**config.mk**
```make
export PLATFORM = sky130hd
export DESIGN_NAME = jtag_tap_ctrl
export DESIGN_NICKNAME = d
export VERILOG_FILES = /design/src/rtl/jtag_tap_ctrl.sv
export SDC_FILE = /design/constraint.sdc
export NUM_CORES = 1
export LEC_CHECK = 0
export CELL_PAD_IN_SITES_DETAIL_PLACEMENT = 0
export CELL_PAD_IN_SITES_GLOBAL_PLACEMENT = 1
export CORE_ASPECT_RATIO = 2
export CORE_MARGIN = 3
export CORE_UTILIZATION = 44
export CTS_BUF_LIST = sky130_fd_sc_hd__clkbuf_8
export DETAILED_ROUTE_END_ITERATION = 10
export GPL_TIMING_DRIVEN = 0
export PLACE_DENSITY = 0.91
export SYNTH_ARGS = -nofsm -noshare
export SYNTH_HDL_FRONTEND = slang
export SYNTH_SLANG_ARGS = --single-unit
export TNS_END_PERCENT = 5
```
**constraint.sdc**
```tcl
create_clock -name TCK -period 2.7 [get_ports TCK]
set_input_delay 0.675 -clock TCK [delete_from_list [all_inputs] [get_ports TCK]]
set_output_delay 0.675 -clock TCK [all_outputs]
set_load 0.02 [all_outputs]
```
**src/rtl/jtag_tap_ctrl.sv**
```systemverilog
// jtag_tap_ctrl: IEEE 1149.1 TAP controller with an integrated instruction
// register, IDCODE and BYPASS data registers, and a one-hot select for up to
// USER_COUNT external user data registers.
//
// Ports:
//   TCK        test clock; FSM and registers on rising edge, TDO on falling edge
//   TRST       asynchronous active-low reset
//   TMS, TDI   mode select / serial data in, sampled on rising TCK
//   TDO        serial data out (falling-edge retimed), TDO_OE its drive enable
//   STATE      current FSM state (0 = Test-Logic-Reset ... 15 = Update-IR)
//   IR         active instruction
//   USER_SEL   one-hot user DR select, all-zero when no user opcode is active
//   CAPTURE_DR, SHIFT_DR, UPDATE_DR  DR strobes, decoded from STATE
//   USER_TDI   TDI forwarded to the user chains
//   USER_TDO   serial outputs of the user chains
module jtag_tap_ctrl #(
  parameter int unsigned           IR_WIDTH      = 4,
  parameter logic [31:0]           IDCODE_VALUE  = 32'h1000_0001,
  parameter logic [IR_WIDTH-1:0]   IDCODE_OPCODE = 4'b0001,
  parameter logic [IR_WIDTH-1:0]   USER_BASE     = 4'b1000,
  parameter int unsigned           USER_COUNT    = 4
) (
  input  logic                  TCK,
  input  logic                  TRST,
  input  logic                  TMS,
  input  logic                  TDI,
  output logic                  TDO,
  output logic                  TDO_OE,
  output logic [3:0]            STATE,
  output logic [IR_WIDTH-1:0]   IR,
  output logic [USER_COUNT-1:0] USER_SEL,
  output logic                  CAPTURE_DR,
  output logic                  SHIFT_DR,
  output logic                  UPDATE_DR,
  output logic                  USER_TDI,
  input  logic [USER_COUNT-1:0] USER_TDO
);

  localparam logic [3:0] ST_TLR       = 4'd0;
  localparam logic [3:0] ST_RTI       = 4'd1;
  localparam logic [3:0] ST_SEL_DR    = 4'd2;
  localparam logic [3:0] ST_CAP_DR    = 4'd3;
  localparam logic [3:0] ST_SHIFT_DR  = 4'd4;
  localparam logic [3:0] ST_EXIT1_DR  = 4'd5;
  localparam logic [3:0] ST_PAUSE_DR  = 4'd6;
  localparam logic [3:0] ST_EXIT2_DR  = 4'd7;
  localparam logic [3:0] ST_UPD_DR    = 4'd8;
  localparam logic [3:0] ST_SEL_IR    = 4'd9;
  localparam logic [3:0] ST_CAP_IR    = 4'd10;
  localparam logic [3:0] ST_SHIFT_IR  = 4'd11;
  localparam logic [3:0] ST_EXIT1_IR  = 4'd12;
  localparam logic [3:0] ST_PAUSE_IR  = 4'd13;
  localparam logic [3:0] ST_EXIT2_IR  = 4'd14;
  localparam logic [3:0] ST_UPD_IR    = 4'd15;

  localparam int unsigned         IRW1       = IR_WIDTH + 1;
  localparam logic [IR_WIDTH-1:0] IR_CAPTURE = IR_WIDTH'(2'b01);

  logic [3:0]            state_q, state_d;
  logic [IR_WIDTH-1:0]   ir_q, ir_d;
  logic [IR_WIDTH-1:0]   ir_shift_q, ir_shift_d;
  logic [31:0]           idcode_q, idcode_d;
  logic                  bypass_q, bypass_d;
  logic                  tdo_q, tdo_d;
  logic                  tdo_oe_q, tdo_oe_d;

  logic [IR_WIDTH-1:0]   ir_eff;
  logic                  sel_idcode;
  logic                  sel_user;
  logic                  sel_bypass;
  logic [USER_COUNT-1:0] user_sel;
  logic                  in_shift_dr;
  logic                  in_shift_ir;

  // ---------------------------------------------------------------------------
  // Next-state logic
  // ---------------------------------------------------------------------------
  always_comb begin
    state_d = state_q;
    case (state_q)
      ST_TLR:      state_d = TMS ? ST_TLR      : ST_RTI;
      ST_RTI:      state_d = TMS ? ST_SEL_DR   : ST_RTI;
      ST_SEL_DR:   state_d = TMS ? ST_SEL_IR   : ST_CAP_DR;
      ST_CAP_DR:   state_d = TMS ? ST_EXIT1_DR : ST_SHIFT_DR;
      ST_SHIFT_DR: state_d = TMS ? ST_EXIT1_DR : ST_SHIFT_DR;
      ST_EXIT1_DR: state_d = TMS ? ST_UPD_DR   : ST_PAUSE_DR;
      ST_PAUSE_DR: state_d = TMS ? ST_EXIT2_DR : ST_PAUSE_DR;
      ST_EXIT2_DR: state_d = TMS ? ST_UPD_DR   : ST_SHIFT_DR;
      ST_UPD_DR:   state_d = TMS ? ST_SEL_DR   : ST_RTI;
      ST_SEL_IR:   state_d = TMS ? ST_TLR      : ST_CAP_IR;
      ST_CAP_IR:   state_d = TMS ? ST_EXIT1_IR : ST_SHIFT_IR;
      ST_SHIFT_IR: state_d = TMS ? ST_EXIT1_IR : ST_SHIFT_IR;
      ST_EXIT1_IR: state_d = TMS ? ST_UPD_IR   : ST_PAUSE_IR;
      ST_PAUSE_IR: state_d = TMS ? ST_EXIT2_IR : ST_PAUSE_IR;
      ST_EXIT2_IR: state_d = TMS ? ST_UPD_IR   : ST_SHIFT_IR;
      ST_UPD_IR:   state_d = TMS ? ST_SEL_DR   : ST_RTI;
      default:     state_d = ST_TLR;
    endcase
  end

  // ---------------------------------------------------------------------------
  // Instruction decode
  // ---------------------------------------------------------------------------
  // While in TLR the visible instruction is forced to IDCODE at once, so the
  // reset value appears on the same edge that enters TLR; ir_q catches up on
  // the edge leaving it.
  always_comb begin
    ir_eff     = (state_q == ST_TLR) ? IDCODE_OPCODE : ir_q;
    sel_idcode = (ir_eff == IDCODE_OPCODE);
    user_sel   = '0;
    // Compare one bit wider so a user range running past the top opcode
    // cannot wrap around and alias low opcodes.
    for (int unsigned i = 0; i < USER_COUNT; i++) begin
      user_sel[i] = !sel_idcode &&
                    ({1'b0, ir_eff} == ({1'b0, USER_BASE} + IRW1'(i)));
    end
    sel_user   = |user_sel;
    sel_bypass = !sel_idcode && !sel_user;
  end

  assign in_shift_dr = (state_q == ST_SHIFT_DR);
  assign in_shift_ir = (state_q == ST_SHIFT_IR);

  // ---------------------------------------------------------------------------
  // Register datapath
  // ---------------------------------------------------------------------------
  always_comb begin
    ir_shift_d = ir_shift_q;
    if (state_q == ST_CAP_IR) begin
      ir_shift_d = IR_CAPTURE;
    end else if (in_shift_ir) begin
      ir_shift_d = {TDI, ir_shift_q[IR_WIDTH-1:1]};
    end

    ir_d = ir_q;
    if (state_q == ST_TLR) begin
      ir_d = IDCODE_OPCODE;
    end else if (state_q == ST_UPD_IR) begin
      ir_d = ir_shift_q;
    end

    idcode_d = idcode_q;
    bypass_d = bypass_q;
    if (state_q == ST_CAP_DR) begin
      idcode_d = IDCODE_VALUE;
      bypass_d = 1'b0;
    end else if (in_shift_dr) begin
      if (sel_idcode) idcode_d = {TDI, idcode_q[31:1]};
      if (sel_bypass) bypass_d = TDI;
    end
  end

  always_ff @(posedge TCK or negedge TRST) begin
    if (!TRST) begin
      state_q    <= ST_TLR;
      ir_q       <= IDCODE_OPCODE;
      ir_shift_q <= '0;
      idcode_q   <= '0;
      bypass_q   <= 1'b0;
    end else begin
      state_q    <= state_d;
      ir_q       <= ir_d;
      ir_shift_q <= ir_shift_d;
      idcode_q   <= idcode_d;
      bypass_q   <= bypass_d;
    end
  end

  // ---------------------------------------------------------------------------
  // TDO mux and falling-edge retiming
  // ---------------------------------------------------------------------------
  always_comb begin
    tdo_d    = 1'b0;
    tdo_oe_d = in_shift_ir || in_shift_dr;
    if (in_shift_ir) begin
      tdo_d = ir_shift_q[0];
    end else if (in_shift_dr) begin
      if (sel_idcode)    tdo_d = idcode_q[0];
      else if (sel_user) tdo_d = |(USER_TDO & user_sel);
      else               tdo_d = bypass_q;
    end
  end

  always_ff @(negedge TCK or negedge TRST) begin
    if (!TRST) begin
      tdo_q    <= 1'b0;
      tdo_oe_q <= 1'b0;
    end else begin
      tdo_q    <= tdo_d;
      tdo_oe_q <= tdo_oe_d;
    end
  end

  assign TDO        = tdo_q;
  assign TDO_OE     = tdo_oe_q;
  assign STATE      = state_q;
  assign IR         = ir_eff;
  assign USER_SEL   = user_sel;
  assign CAPTURE_DR = (state_q == ST_CAP_DR);
  assign SHIFT_DR   = in_shift_dr;
  assign UPDATE_DR  = (state_q == ST_UPD_DR);
  assign USER_TDI   = TDI;

endmodule

```
* Word level (Yosys, flattened, before mapping)
Cells that the tools add are included.
** Operators by class
- Equal/unequal tests :: 20
- Mux-type cells :: 28
- Bitwise operators :: 1
- Reduce and logical (&&, ||, !) cells :: 21
** Operators with widths (number)
- 32-bit 2-to-1 mux :: 3
- 4-bit equality test, second input constant :: 12
- 4-bit one-hot mux with 12 select lines :: 1
- 4-bit 2-to-1 mux :: 9
- 4-bit by 3-bit equality test with 1-bit output, second input constant :: 4
- 1-bit 2-to-1 mux :: 10
- 2-bit nonzero test :: 5
- 4-bit by 1-bit equality test with 1-bit output, second input constant :: 2
- 4-bit by 2-bit equality test with 1-bit output, second input constant :: 2
- 4-bit OR reduction :: 2
- 2-bit 2-to-1 mux :: 3
- 3-bit 2-to-1 mux :: 2
- 1-bit logical AND :: 5
- 4-bit AND :: 1
- 4-bit logical NOT :: 1
- 2-bit AND reduction :: 2
- 2-bit OR reduction :: 2
- 3-bit OR reduction :: 1
- 1-bit logical NOT :: 2
- 1-bit logical OR :: 1
** Storage, ports and cells
- Register bits :: 47
- Bits of input ports :: 8
- Output and inout bits :: 18
- Logic and storage cells :: 77

* Depth between registers and ports, before layout
- Word-level depth :: 11
- Mapped depth :: 7
- Gate-level depth less buffers :: 4

==> impl_metrics.env <==
export IMPL_grt_overflow=0
export IMPL_endpoint="TDO$_DFF_NN0_"
export IMPL_reg2regPathDepth=4
export IMPL_ys_types=36
export IMPL_place_gp_congestion=0.858
export IMPL_path_class="input pin to flip-flop"
export IMPL_yosysSeqAreaShare=0.531
export IMPL_p_leak_nw=1.23
export IMPL_slew_limit_headroom=0.677
export IMPL_antenna_found_initial=0
export IMPL_hp_class="input pin to asynchronous set/reset pin"
export IMPL_max_slew_worst_pin_slew_ns=0.485
export IMPL_synthAdderAreaFrac=0
export IMPL_port_buffer_count=25
export IMPL_setup_tns_ns=-0.611
export IMPL_worst_skew_pair_late_latency_ns=0.30
export IMPL_chipHeight_um=106
export IMPL_drv_cap=0
export IMPL_wirelength_mm=4.87
export IMPL_path_cells="dlygate4sd2_1 > mux4_2 > nor3_2 > a211oi_2 > a221o_1"
export IMPL_final_setup_viol_count=3
export IMPL_hold_viol=0
export IMPL_pin_count=26
export IMPL_reg2reg_to="TDO$_DFF_NN0_"
export IMPL_status="complete, but fails checks"
export IMPL_avgViaCountPerCell=5.48
export IMPL_hold_buffers=0
export IMPL_power_per_cell_area_nw_per_um2=991
export IMPL_grt_pass1_wl_mm=8.66
export IMPL_drc_errors=0
export IMPL_synth_simple_gate_area_frac=0.234
export IMPL_wl_per_cell_um=14.2
export IMPL_dieArea_um2=5980
export IMPL_cp_buffers_inverters=1
export IMPL_synth_top_family_by_area="simple AND/OR/NAND/NOR gates"
export IMPL_cp_start_kind="input pin"
export IMPL_multi_input_area_um2=940
export IMPL_cts_tree="done"
export IMPL_die_x_um=56.2
export IMPL_peakVddDrop_mv=0.685
export IMPL_post_route_util=0.564
export IMPL_syn_to_final_growth_pct=23.7
export IMPL_initial_utilization=0.456
export IMPL_layout_area_seq_um2=1180
export IMPL_drt_pass1_iterations=4
export IMPL_required_ns=1.49
export IMPL_critical_path_max_stage_delay_ns=0.45
export IMPL_synth_area_per_cell_um2=8.86
export IMPL_core_area_um2=4860
export IMPL_rrSetupSlack_ns=-0.32
export IMPL_synthCells=250
export IMPL_ys_ff_latch=47
export IMPL_grt_pass1_vias=1901
export IMPL_synthXorXnorAreaFrac=0.00395
export IMPL_n_antenna_cell=0
export IMPL_layout_drive_gt1_share=0.126
export IMPL_finalClockSkew_ns=0.00723
export IMPL_cp_slowest_cell="mux4_2"
export IMPL_vias=1878
export IMPL_path_depth=5
export IMPL_drtIter0Drc=34
export IMPL_cts_buffers=5
export IMPL_grt_usage=0.181
export IMPL_slew_violations=0
export IMPL_clk_path_buf_depth=2
export IMPL_syn_num_nets=258
export IMPL_cp_data_arrival_time_ns=1.82
export IMPL_grt_start_max_net_pins=37
export IMPL_hpwl_mm=3.61
export IMPL_n_fill_cell=457
export IMPL_synthMuxAreaShare=0.0102
export IMPL_fin_ws_ns=-0.329
export IMPL_dp_cells=333
export IMPL_violations="setup timing"
export IMPL_cts_root_buf="clkbuf_8"
export IMPL_clock_sinks=47
export IMPL_layout_commonest_cell="nand2_1"
export IMPL_worst_path_max_fanout=1
export IMPL_ant_nets=0
export IMPL_rsz0062_at_grt="yes"
export IMPL_ys_warnings_count=0
export IMPL_clkTransAtPathRegs_ns=0.09
export IMPL_netlist_area_um2=2220
export IMPL_final_cell_mix="75 x nand2_1, 43 x dfrtp_1, 39 x a21oi_1, 13 x o21ai_0, 11 x clkdlybuf4s50_1"
export IMPL_r2r_start="ir_q[0]$_DFFE_PN1P_"
export IMPL_stdcell_count=343
export IMPL_rows=36
export IMPL_end_kind="flip-flop"
export IMPL_htreeDepth=2
export IMPL_path_delay_family="multiplexers"
export IMPL_num_nets_final=293
export IMPL_synth_compound_area_frac=0.160
export IMPL_startpoint="USER_TDO[1]"
-- through the flow --
| stage | instance area (um2) | hold slack [ns] | total power [W] | setup slack (ns) |
|---|---|---|---|---|
| 5_1_grt | 2740 | 0.249 | 0.00290 | -0.389 |
| 6_report | 2740 | 0.249 | 0.00272 | -0.329 |
| 3_5_place_dp | 2560 | 0.491 | 0.00209 | -0.833 |
| 2_1_floorplan | 2230 | 0.379 | 0.00172 | -0.355 |
| 4_1_cts | 2730 | 0.251 | 0.00273 | -0.374 |
| 3_3_place_gp | 2550 | 0.486 | 0.00207 | -1.57 |
-- state kept, by name, summed over array words and instances, names as in the netlist --
signal	flops
idcode_q	32
STATE	4
ir_q	4
ir_shift_q	4
TDO	1
TDO_OE	1
bypass_q	1
-- worst min path at each step --
stage | depth (start not counted) | slack, ns | start | end
3_5_place_dp | 2 | 0.49 | idcode_q[29]$_DFFE_PN0P_ | idcode_q[28]$_DFFE_PN0P_
6_report | 1 | 0.25 | TRST | idcode_q[4]$_DFFE_PN0P_
2_1_floorplan | 0 | 0.38 | TRST | STATE[0]$_DFF_PN0_
5_1_grt | 1 | 0.25 | TRST | idcode_q[4]$_DFFE_PN0P_
4_1_cts | 1 | 0.25 | TRST | idcode_q[4]$_DFFE_PN0P_
3_3_place_gp | 2 | 0.49 | idcode_q[0]$_DFFE_PN0P_ | idcode_q[0]$_DFFE_PN0P_
-- area by class of cell --
class | instances | share of cell area
repair buffers | 28 | 0.101
multi-input cells | 179 | 0.343
clock inverters | 3 | 0.0233
flip-flops and latches | 47 | 0.430
inverters | 6 | 0.00822
well taps | 57 | 0.0260
clock buffers | 5 | 0.0251
plain buffers | 18 | 0.0434
-- layer usage --
layer / share of wire / vias to the layer above / global-route usage
met5: 0 / - / 0
met4: 0.032 / 0 / 0.0832
met3: 0.027 / 14 / 0.0328
met2: 0.56 / 41 / 0.328
met1: 0.38 / 908 / 0.200
li1: - / 915 / -
-- synth_stat cells, drive strengths merged --
library cell  number  area share
a31oi              1      0.0028
dfrtn              2       0.023
dfrtp             44        0.50
a211oi             1      0.0034
or4                1      0.0051
o22ai              3      0.0085
nand2             75        0.13
clkbuf             9       0.015
inv                6       0.010
and3               2      0.0056
o211ai             1      0.0034
nand3b             3       0.010
nor2b              4       0.011
o32ai              1      0.0040
or2                1      0.0028
or3                1      0.0028
a221o              1      0.0045
nand2b             3      0.0085
a21oi             39       0.088
a221oi             2      0.0079
a211o              1      0.0040
nor4               3       0.015
mux4               1       0.010
or4b               1      0.0062
nand3              3      0.0068
nor2               8       0.014
xnor2              1      0.0040
buf                9       0.036
o2bb2ai            1      0.0040
dfstp              1       0.012
o21ai             13       0.029
nand4              1      0.0028
nor3               7       0.016
-- where the power goes --
group / leakage (nW) / switching [W] / total (W) / internal, W
combinational: 0.525 / 0.000676 / 0.00112 / 0.000444
clock: 0.0695 / 0.000235 / 0.000601 / 0.000366
sequential: 0.634 / 0.000136 / 0.000996 / 0.000859
-- what timing repair did --
action	CTS	global route
pin swaps	3	3
buffers inserted	1	1
resized for setup	30	4
endpoints found under the setup margin	14	5
cloned	0	0
-- kinds of logic (layout without fill, tap and decap cells) --
| group | count (synthesis) | in the layout |
|---|---|---|
| flops | 47 | 47 |
| buf+inv | 24 | 60 |
| simple gates | 113 | 113 |
| mux | 1 | 1 |
| xor+xnor | 1 | 1 |
| compound gates | 64 | 64 |
(Power assumes the default switching activity.)
